`src/rtl/par_mult.sv`:
```
// par_mult: pipelined unsigned WIDTH x WIDTH carry-save array multiplier, (2*WIDTH-1)-bit product plus overflow.
// Define PARMULT_PIPE_EN to register the array midway (latency 3 instead of 2).
module par_mult #(
  parameter int WIDTH = 8
) (
  input  logic               clk,
  input  logic               rst_n,
  input  logic               in_valid,
  input  logic [WIDTH-1:0]   a,
  input  logic [WIDTH-1:0]   b,
  output logic               out_valid,
  output logic [2*WIDTH-2:0] c,
  output logic               ovf
);
  localparam int PW = 2*WIDTH-1;
  localparam int FW = 2*WIDTH;
  localparam int NR = WIDTH-2;
  logic [WIDTH-1:0] a_r, b_r;
  logic v_r, fin_v;
  logic [FW-1:0] ppx [WIDTH];
  logic [FW-1:0] ppz [2:WIDTH-1];
  logic [FW-1:0] sx [NR+1];
  logic [FW-1:0] sy [NR+1];
  logic [FW-1:0] px [NR+1];
  logic [FW-1:0] py [NR+1];
  logic [FW-1:0] full;
  logic [FW-1:0] cc;
  always_ff @(posedge clk or negedge rst_n)
    if (!rst_n) begin
      a_r <= '0;
      b_r <= '0;
      v_r <= 1'b0;
    end else begin
      a_r <= a;
      b_r <= b;
      v_r <= in_valid;
    end
  genvar i, k;
  for (i = 0; i < WIDTH; i++) begin : g_pp
    assign ppx[i] = FW'(a_r & {WIDTH{b_r[i]}}) << i;
  end
  assign sx[0] = ppx[0];
  assign sy[0] = ppx[1];
  // each row folds one more partial product into the (sum, carry) pair
  for (i = 0; i < NR; i++) begin : g_row
    logic [FW-1:0] s;
    logic [FW-2:0] cy;
    for (k = 0; k < FW; k++) begin : g_fa
      assign s[k] = px[i][k] ^ py[i][k] ^ ppz[i+2][k];
      if (k < FW-1) begin : g_cy
        assign cy[k] = (px[i][k] & py[i][k]) | (ppz[i+2][k] & (px[i][k] ^ py[i][k]));
      end
    end
    assign sx[i+1] = s;
    assign sy[i+1] = {cy, 1'b0};
  end
`ifdef PARMULT_PIPE_EN
  localparam int SPLIT = WIDTH/2;
  logic [FW-1:0] s_m, c_m;
  logic [FW-1:0] ppm [2:WIDTH-1];
  logic v_m;
  always_ff @(posedge clk or negedge rst_n)
    if (!rst_n) begin
      s_m <= '0;
      c_m <= '0;
      v_m <= 1'b0;
      for (int j = 2; j < WIDTH; j++) ppm[j] <= '0;
    end else begin
      s_m <= sx[SPLIT];
      c_m <= sy[SPLIT];
      v_m <= v_r;
      for (int j = 2; j < WIDTH; j++) ppm[j] <= ppx[j];
    end
  for (i = 0; i <= NR; i++) begin : g_sel
    assign px[i] = (i == SPLIT) ? s_m : sx[i];
    assign py[i] = (i == SPLIT) ? c_m : sy[i];
  end
  for (i = 2; i < WIDTH; i++) begin : g_ppz
    assign ppz[i] = (i < SPLIT+2) ? ppx[i] : ppm[i];
  end
  assign fin_v = v_m;
`else
  for (i = 0; i <= NR; i++) begin : g_sel
    assign px[i] = sx[i];
    assign py[i] = sy[i];
  end
  for (i = 2; i < WIDTH; i++) begin : g_ppz
    assign ppz[i] = ppx[i];
  end
  assign fin_v = v_r;
`endif
  assign cc[0] = 1'b0;
  for (k = 0; k < FW; k++) begin : g_cpa
    assign full[k] = px[NR][k] ^ py[NR][k] ^ cc[k];
    if (k < FW-1) begin : g_c
      assign cc[k+1] = (px[NR][k] & py[NR][k]) | (cc[k] & (px[NR][k] ^ py[NR][k]));
    end
  end
  always_ff @(posedge clk or negedge rst_n)
    if (!rst_n) begin
      out_valid <= 1'b0;
      c         <= '0;
      ovf       <= 1'b0;
    end else begin
      out_valid <= fin_v;
      if (fin_v) begin
        c   <= full[PW-1:0];
        ovf <= full[FW-1];
      end
    end
endmodule

```
`config.mk`:
```
export PLATFORM = sky130hd
export DESIGN_NAME = par_mult
export DESIGN_NICKNAME = d
export VERILOG_FILES = /design/src/rtl/par_mult.sv
export SDC_FILE = /design/constraint.sdc
export NUM_CORES = 1
export LEC_CHECK = 0
export CORE_MARGIN = 3
export CORE_UTILIZATION = 59
export DETAILED_ROUTE_END_ITERATION = 12
export PLACE_DENSITY = 0.85
export SLEW_MARGIN = 20
export SYNTH_ARGS = -nofsm -noshare
export SYNTH_HDL_FRONTEND = slang
export SYNTH_SLANG_ARGS = --single-unit
```
`constraint.sdc`:
```
create_clock -name clk -period 11.6 [get_ports clk]
set_clock_uncertainty 0.2 [all_clocks]
set_input_delay 2.32 -clock clk [delete_from_list [all_inputs] [get_ports clk]]
set_output_delay 2.32 -clock clk [all_outputs]
set_load 0.02 [all_outputs]
```
# == After elaboration in Yosys (flattened, before gate mapping) ==
# Cells that the tools add are included.
# word_totals
out_inout_bits,17
elab_cells,392
input_bits,19
ff_bits,34
# classes
n_bitwise,386
# op_table
cell,n
$xor 1x1->1,132
$and 1x1->1,125
$or 1x1->1,70
$and 8x8->8,8
$xor 1x1->1 const B,21
$and 1x1->1 const A,16
$xor 1x1->1 const AB,7
$and 1x1->1 const AB,6
$xor 1x1->1 const A,1

# == Longest topological paths before layout ==
# Gate-level depths: netlist of run 1.
# logic_depth
ltp_word,35
depth_mapped,19
mapped_depth_nobuf,19

# == Worst setup path before layout of run 1 ==
# OpenSTA, ideal clock, no wires.
# synth_path
path_type,register to register
startpoint,register b_r[0]
endpoint,register c[14]
t_arrival_ps,6780
path_slack_ps,4496
setup_ps,125
required_time_ps,11275
stages_incl_launch_ff,17
path_buffers,0
synth_period_minus_slack_ps,7104
cell_sequence,dfrtp_1 and2_1 fa_1 fa_1 fa_1 fa_1 fa_1 fa_1 ha_1 fa_1 fa_1 fa_1 fa_1 fa_1 fa_1 fa_1 mux2_2
# synth_via
elab_chain_cells,33
elab_cells_between_ends,213
classes_between,bitwise: 213
# synth_lines
element,line,rtl
from (decl),18,"logic [WIDTH-1:0] a_r, b_r;"
from (signal assigned),31,b_r <= '0;
from (signal assigned),35,b_r <= b;
$and 8x8->8 *,40,assign ppx[i] = FW'(a_r & {WIDTH{b_r[i]}}) << i;
$xor 1x1->1,"49, 51",
$and 1x1->1,51,assign cy[k] = (px[i][k] & py[i][k]) | (ppz[i+2][k] & (px[i][k] ^ py[i][k]));
$or 1x1->1,51,
$xor 1x1->1,"49, 51",
$and 1x1->1,51,
$or 1x1->1,51,
$xor 1x1->1,"49, 51",
[18 not listed],-,
$and 1x1->1,96,assign cc[k+1] = (px[NR][k] & py[NR][k]) | (cc[k] & (px[NR][k] ^ py[NR][k]));
$or 1x1->1,96,
$and 1x1->1,96,
$or 1x1->1,96,
$and 1x1->1,96,
$or 1x1->1 *,96,
$xor 1x1->1 *,94,assign full[k] = px[NR][k] ^ py[NR][k] ^ cc[k];
via full[14],26,logic [FW-1:0] full;
to (signal assigned),107,c <= full[PW-1:0];
to (decl),12,"output logic [2*WIDTH-2:0] c,"
# The timed path passes the listed nets; every way through them passes the cells marked *.
# A chain may end at the register's enable or synchronous reset.

# == Worst setup path after layout of run 1 ==
# Ends and elaborated chain as after synthesis.

==> results of run 1 <==
==> cell type report <==
type,instances,area share (%)
clock buffer,5,2.24
clock inverter,3,1.47
inverter,25,3.06
multi-input combinational,136,51.8
sequential,34,27.7
tap,50,2.04
timing repair buffer,36,11.7
==> metal layers <==
layer	vias to the layer above	wire (um)
li1	675	-
met1	797	1630
met2	37	2330
met3	12	200
met4	0	104
met5	-	0
==> report_power, final <==
group	switching [uW]	total [uW]	internal, uW	leakage [uW]
logic	129	292	162	0.000986
clock network	47.7	112	63.9	0.0000504
registers	19.2	165	146	0.000402
total	196	569	372	0.00144
==> logic make-up (layout without fill, tap and decap cells) <==
family                     Yosys count  in the layout  share of synthesized area (%)
buffers and inverters               27             69                           4.88
muxes                               15             15                           7.76
and+or+nand+nor                     64             64                           12.6
DFF                                 34             34                           33.2
AOI/OAI and AO/OA                    1              1                          0.195
adders and majority gates           56             56                           41.4
==> stage by stage <==
stage               worst slack [ns]  std cells
global route                    4.08        289
floorplan                       4.50        197
global placement                4.37        281
finish                          4.30        289
detailed placement              4.26        281
CTS                             4.26        289
==> sequential cells by signal (all words and copies together) (netlist names) <==
| signal | flops |
|---|---|
| a_r | 8 |
| b_r | 8 |
| ovf | 1 |
| fin_v | 1 |
| c | 15 |
| out_valid | 1 |
==> synthesized netlist by cell type (all sizes together) <==
cell type / n / area share, %
fa: 48 / 37
dfrtp: 34 / 33
and2: 33 / 8.0
nand2: 30 / 4.4
inv: 25 / 3.7
mux2: 15 / 7.8
ha: 8 / 3.9
buf: 2 / 1.2
nand3: 1 / 0.19
o21ai: 1 / 0.19
==> worst max-delay path by stage <==
stage           start    end  slack, ns  cells after the start
2_1_floorplan  b_r[0]  c[14]       4.50                     16
3_3_place_gp   b_r[0]  c[14]       4.37                     16
3_5_place_dp   b_r[0]  c[14]       4.26                     16
4_1_cts        b_r[0]  c[14]       4.26                     16
5_1_grt        a_r[7]  c[14]       4.08                     16
6_report       b_r[0]  c[14]       4.30                     16
==> impl_metrics.tcl, run 1 <==
set metrics [dict create \
    status "finished, final reports clean" \
    fmax_ghz 0.137 \
    worst_setup_path_start_kind "flip-flop" \
    postSynthCellCount 197 \
    power.density_nw_per_um2 185 \
    drtIter0Drc 77 \
    nets 313 \
    dp_hpwl_mm 3.23 \
    io_buffers 35 \
    viasPerCell 5.26 \
    finalCritPeriodShare_pct 62.9 \
    r2r_cells 16 \
    cp_max_fo 8 \
    cts-resized-gates 0 \
    hold_start "c[2]" \
    cts_setup_buffers 0 \
    grt_pass1_vias 1762 \
    start_util_pct 62.8 \
    wire_per_inst_um 14.8 \
    finalHoldViolations 0 \
    rsz0062_at_grt "false" \
    overflow 0 \
    core_area_um2 4090 \
    crit_path_max_incr_delay_ns 0.52 \
    min_path_type "flip-flop to flip-flop" \
    p_leak_uw 0.00144 \
    total_power_uw 569 \
    hold_depth 1 \
    grt_max_degree 35 \
    reg2reg_to "c[14]" \
    timing.hold.ws_ns 0.307 \
    die_area_um2 5170 \
    vias 1521 \
    antenna_found_initial 0 \
    syn-mean-instance-area_um2 13.0 \
    setup_viol 0 \
    min_period_ns 7.30 \
    crit_slowest_cell "fa_1" \
    worstSkewPairLatency_ns 0.30 \
    ir_drop_mv 0.118 \
    cpLargestDelayFamily "adder cells" \
    required_ns 11.59 \
    ys_seq_area_share_pct 33.2 \
    place.gp.congestion 0.873 \
    grtUsageMet2_pct 34.8 \
    end_kind "flip-flop" \
    multiInputGateArea_um2 1590 \
    dpl_cell_area_um2 2950 \
    ys_warn_count 0 \
    ioPinCount 36 \
    use_met3_pct 5.26 \
    cts_sinks 34 \
    finalWirelength_mm 4.26 \
    layout-drive-gt1-share_pct 10.0 \
    arrival_ns 7.29 \
    crit_top_cell "fa_1" \
    diodes 0 \
    tns_ns 0 \
    area_delta_synth_final_pct 19.6 \
    syn_nets 272 \
    worstMarginPinSlew_ns 0.959 \
    final_cell_mix "fa_1 (48), clkdlybuf4s50_1 (35), dfrtp_1 (34)" \
    slew_headroom_pct 36.1 \
    root_buffer "clkbuf_8" \
    worstPathCellList "and2_1 -> fa_1 -> fa_1 -> fa_1 -> fa_1 -> fa_1 -> fa_1 -> ha_1 -> fa_1 -> fa_1 -> fa_1 -> fa_1 -> fa_1 -> fa_1 -> fa_1 -> mux2_2" \
    fp.dieH_um 71.9 \
    grt_usage_pct 19.7 \
    grt_pass1_wl_mm 7.69 \
    r2r_start "b_r[0]" \
    yosysUniqueCellTypes 12 \
    cts_made_buffers 5 \
    top_usage_layer "met2" \
    route.detailed.drc 0 \
    clk_path_buf_depth 2 \
    ff_latch_area_um2 851 \
    n_fill_cell 267 \
    syn_area_um2 2560 \
    reg2reg_slack_ns 4.30 \
    final_core_util_pct 75.1 \
    drv_slew 0 \
    hold_end "c[2]" \
    cap_violations 0 \
    cts_tree "built" \
    met1_usage_pct 22.9 \
    ys_ff_latch 34 \
    die-width_um 71.9 \
    cts_hold_buf 0 \
    ant_nets 0 \
    rows 23 \
    final_common_cell "fa_1" \
    firstDrtPassIters 4 \
    clk_pin_slew_ns 0.07 \
    postLayoutCellArea_um2 3070 \
    criticalPathCategory "flip-flop to flip-flop" \
    htree_levels 2 \
    cp_num_buf_inv 0 \
]
Power figures use the tool's default switching activity.
==> run 2, diff against run 1 <==
--- a/config.mk
+++ b/config.mk
@@ -6,9 +6,9 @@
 export NUM_CORES = 1
 export LEC_CHECK = 0
 export CORE_MARGIN = 3
-export CORE_UTILIZATION = 59
+export CORE_UTILIZATION = 55
 export DETAILED_ROUTE_END_ITERATION = 12
-export PLACE_DENSITY = 0.85
+export PLACE_DENSITY = 0.8
 export SLEW_MARGIN = 20
 export SYNTH_ARGS = -nofsm -noshare
 export SYNTH_HDL_FRONTEND = slang
==> constraint.sdc (replaced) <==
create_clock -name clk -period 7.35 [get_ports clk]
set_clock_uncertainty 0.2 [all_clocks]
set_input_delay 1.47 -clock clk [delete_from_list [all_inputs] [get_ports clk]]
set_output_delay 1.47 -clock clk [all_outputs]
set_load 0.02 [all_outputs]
==> run 2 against run 1 <==
  * Wire length shrank 3.9%
  * Clock-buffer cell count is the same
  * Core utilization decreased by 4.5 points
  * Clock power up 54%
  * Worst hold slack improved by 0.00059 ns
  * Non-clock buffer count up 5
  * Largest power group unchanged
==> impl_metrics.tcl, run 2 (same netlist as run 1, synthesis figures left out) <==
set metrics [dict create \
    biggestRegsByFlops "c x15, a_r x8, b_r x8" \
    crit_top_cell "fa_1" \
    fmax_ghz 0.140 \
    fp.dieH_um 74.3 \
    largest_reg_flops 15 \
    cp_max_fo 5 \
    io_buffers 35 \
    htree_levels 2 \
    cts_sinks 34 \
    required_ns 7.32 \
    ff_latch_area_um2 857 \
    r2r_cells 17 \
    grt_pass1_wl_mm 7.08 \
    area_delta_synth_final_pct 21.5 \
    status "finished, final reports clean" \
    multiInputGateArea_um2 1590 \
    nets 318 \
    min_path_type "flip-flop to flip-flop" \
    worst-path-stages 17 \
    finalWirelength_mm 4.10 \
    fin_cells 296 \
    hold_start "c[5]" \
    viasPerCell 5.13 \
    tns_ns 0 \
    worstMarginPinSlew_ns 0.926 \
    finalCritPeriodShare_pct 97.0 \
    criticalPathCategory "flip-flop to flip-flop" \
    min_period_ns 7.13 \
    ir_drop_mv 0.174 \
    power.density_nw_per_um2 289 \
    cts_made_buffers 5 \
    grt_usage_pct 17.3 \
    die_area_um2 5520 \
    worst_setup_path_start_kind "flip-flop" \
    cpLargestDelayFamily "adder cells" \
    firstDrtPassIters 3 \
    layout-drive-gt1-share_pct 14.3 \
    route.detailed.drc 0 \
    core_area_um2 4410 \
    dp_cells 285 \
    clk_path_buf_depth 2 \
    slew_headroom_pct 38.3 \
    rsz0062_at_grt "false" \
    p_leak_uw 0.00146 \
    clk_pin_slew_ns 0.07 \
    cts_hold_buf 0 \
    arrival_ns 7.11 \
    ant_nets 0 \
    cts_tree "built" \
    timing.hold.ws_ns 0.308 \
    start_util_pct 58.1 \
    finalHoldViolations 0 \
    crit_path_max_incr_delay_ns 0.53 \
    setup_slack_ns 0.217 \
    top_register "c" \
    n_fill_cell 332 \
    crit_slowest_cell "fa_1" \
    wire_per_inst_um 13.8 \
    final_cell_mix "fa_1 (47), clkdlybuf4s50_1 (35), and2_1 (33)" \
    dp_hpwl_mm 3.17 \
    antenna_found_initial 0 \
    place_ws_ns 0.0329 \
    cp_num_buf_inv 2 \
    setup_viol 0 \
    cap_violations 0 \
    vias 1517 \
    root_buffer "clkbuf_8" \
    rows 24 \
    grt_max_degree 35 \
    worstPathCellList "and2_1 -> fa_1 -> fa_1 -> inv_1 -> fa_1 -> inv_1 -> fa_1 -> fa_1 -> fa_1 -> fa_1 -> fa_1 -> fa_1 -> fa_1 -> fa_1 -> fa_1 -> fa_1 -> mux2_2" \
    final_common_cell "fa_1" \
    r2r_start "b_r[1]" \
    drtIter0Drc 28 \
    drv_slew 0 \
    diodes 0 \
    grt_pass1_vias 1612 \
    ioPinCount 36 \
    overflow 0 \
    hold_depth 1 \
    worstSkewPairLatency_ns 0.28 \
    place.gp.congestion 0.813 \
    die-width_um 74.3 \
    end_kind "flip-flop" \
    critPathLaunch "b_r[1]" \
]
[run 2: final cells by class]
cell class | count | share of cell area [%]
multi-input combinational | 136 | 51.1
clock inverter | 3 | 1.45
inverter | 25 | 3.01
timing repair buffer | 41 | 12.7
tap | 52 | 2.09
sequential | 34 | 27.5
clock buffer | 5 | 2.21
[run 2: worst reg2reg max path: stages, from the launching register on]
cell	delay, ns
dfrtp_2	0.43
and2_1	0.18
fa_1	0.41
fa_1	0.51
inv_1	0.06
fa_1	0.53
inv_1	0.06
fa_1	0.51
fa_1	0.52
fa_1	0.51
fa_1	0.46
fa_1	0.40
fa_1	0.40
fa_1	0.39
fa_1	0.39
fa_1	0.38
fa_1	0.43
mux2_2	0.27
[run 2: path summary, 6_finish.rpt]
kind | slack (ns) | to
setup / recovery | 0.22 | c[14]
hold / removal | 0.31 | c[5]
setup reg to reg | 0.22 | c[14]
hold reg to reg | 0.31 | c[5]
max in group asynchronous | 5.25 | a_r[6]
min in group asynchronous | 1.38 | c[8]
[run 2: where the power goes]
group / leakage [uW] / total (uW) / switching [uW] / internal (uW)
Sequential: 0.000397 / 260 / 28.9 / 231
Combinational: 0.00101 / 468 / 209 / 260
Clock: 0.0000504 / 172 / 71.3 / 101
Total: 0.00146 / 900 / 309 / 591
[run 2: metal layers]
layer  track usage [%]  part of all wire (%)  vias up
met3              3.92                   3.7        4
met2              31.4                    55       29
li1                  -                     -      686
met1              20.6                    40      798
met4              5.14                   1.2        0
met5                 0                     0        -
[run 2: what timing repair did]
action                     in CTS  in global routing
setup buffers                   0                  3
resized for setup               0                  6
setup endpoints to repair       0                  2
[run 2: per-stage QoR]
step                      power, uW  area (um2)  utilization (%)
after floorplan                 594        2560                -
after detailed placement        743        2970             67.3
final                           900        3120             70.6
after CTS                       920        3090             69.9
after global routing            990        3120             70.6
after global placement          720        2970             67.3
==> run 3, diff against run 2 <==
--- a/config.mk
+++ b/config.mk
@@ -9,7 +9,7 @@
 export CORE_UTILIZATION = 55
 export DETAILED_ROUTE_END_ITERATION = 12
 export PLACE_DENSITY = 0.8
-export SLEW_MARGIN = 20
+export SLEW_MARGIN = 30
 export SYNTH_ARGS = -nofsm -noshare
 export SYNTH_HDL_FRONTEND = slang
 export SYNTH_SLANG_ARGS = --single-unit
==> results of run 3 <==
The final DEF is identical to that of run 2; final timing and power are the same.
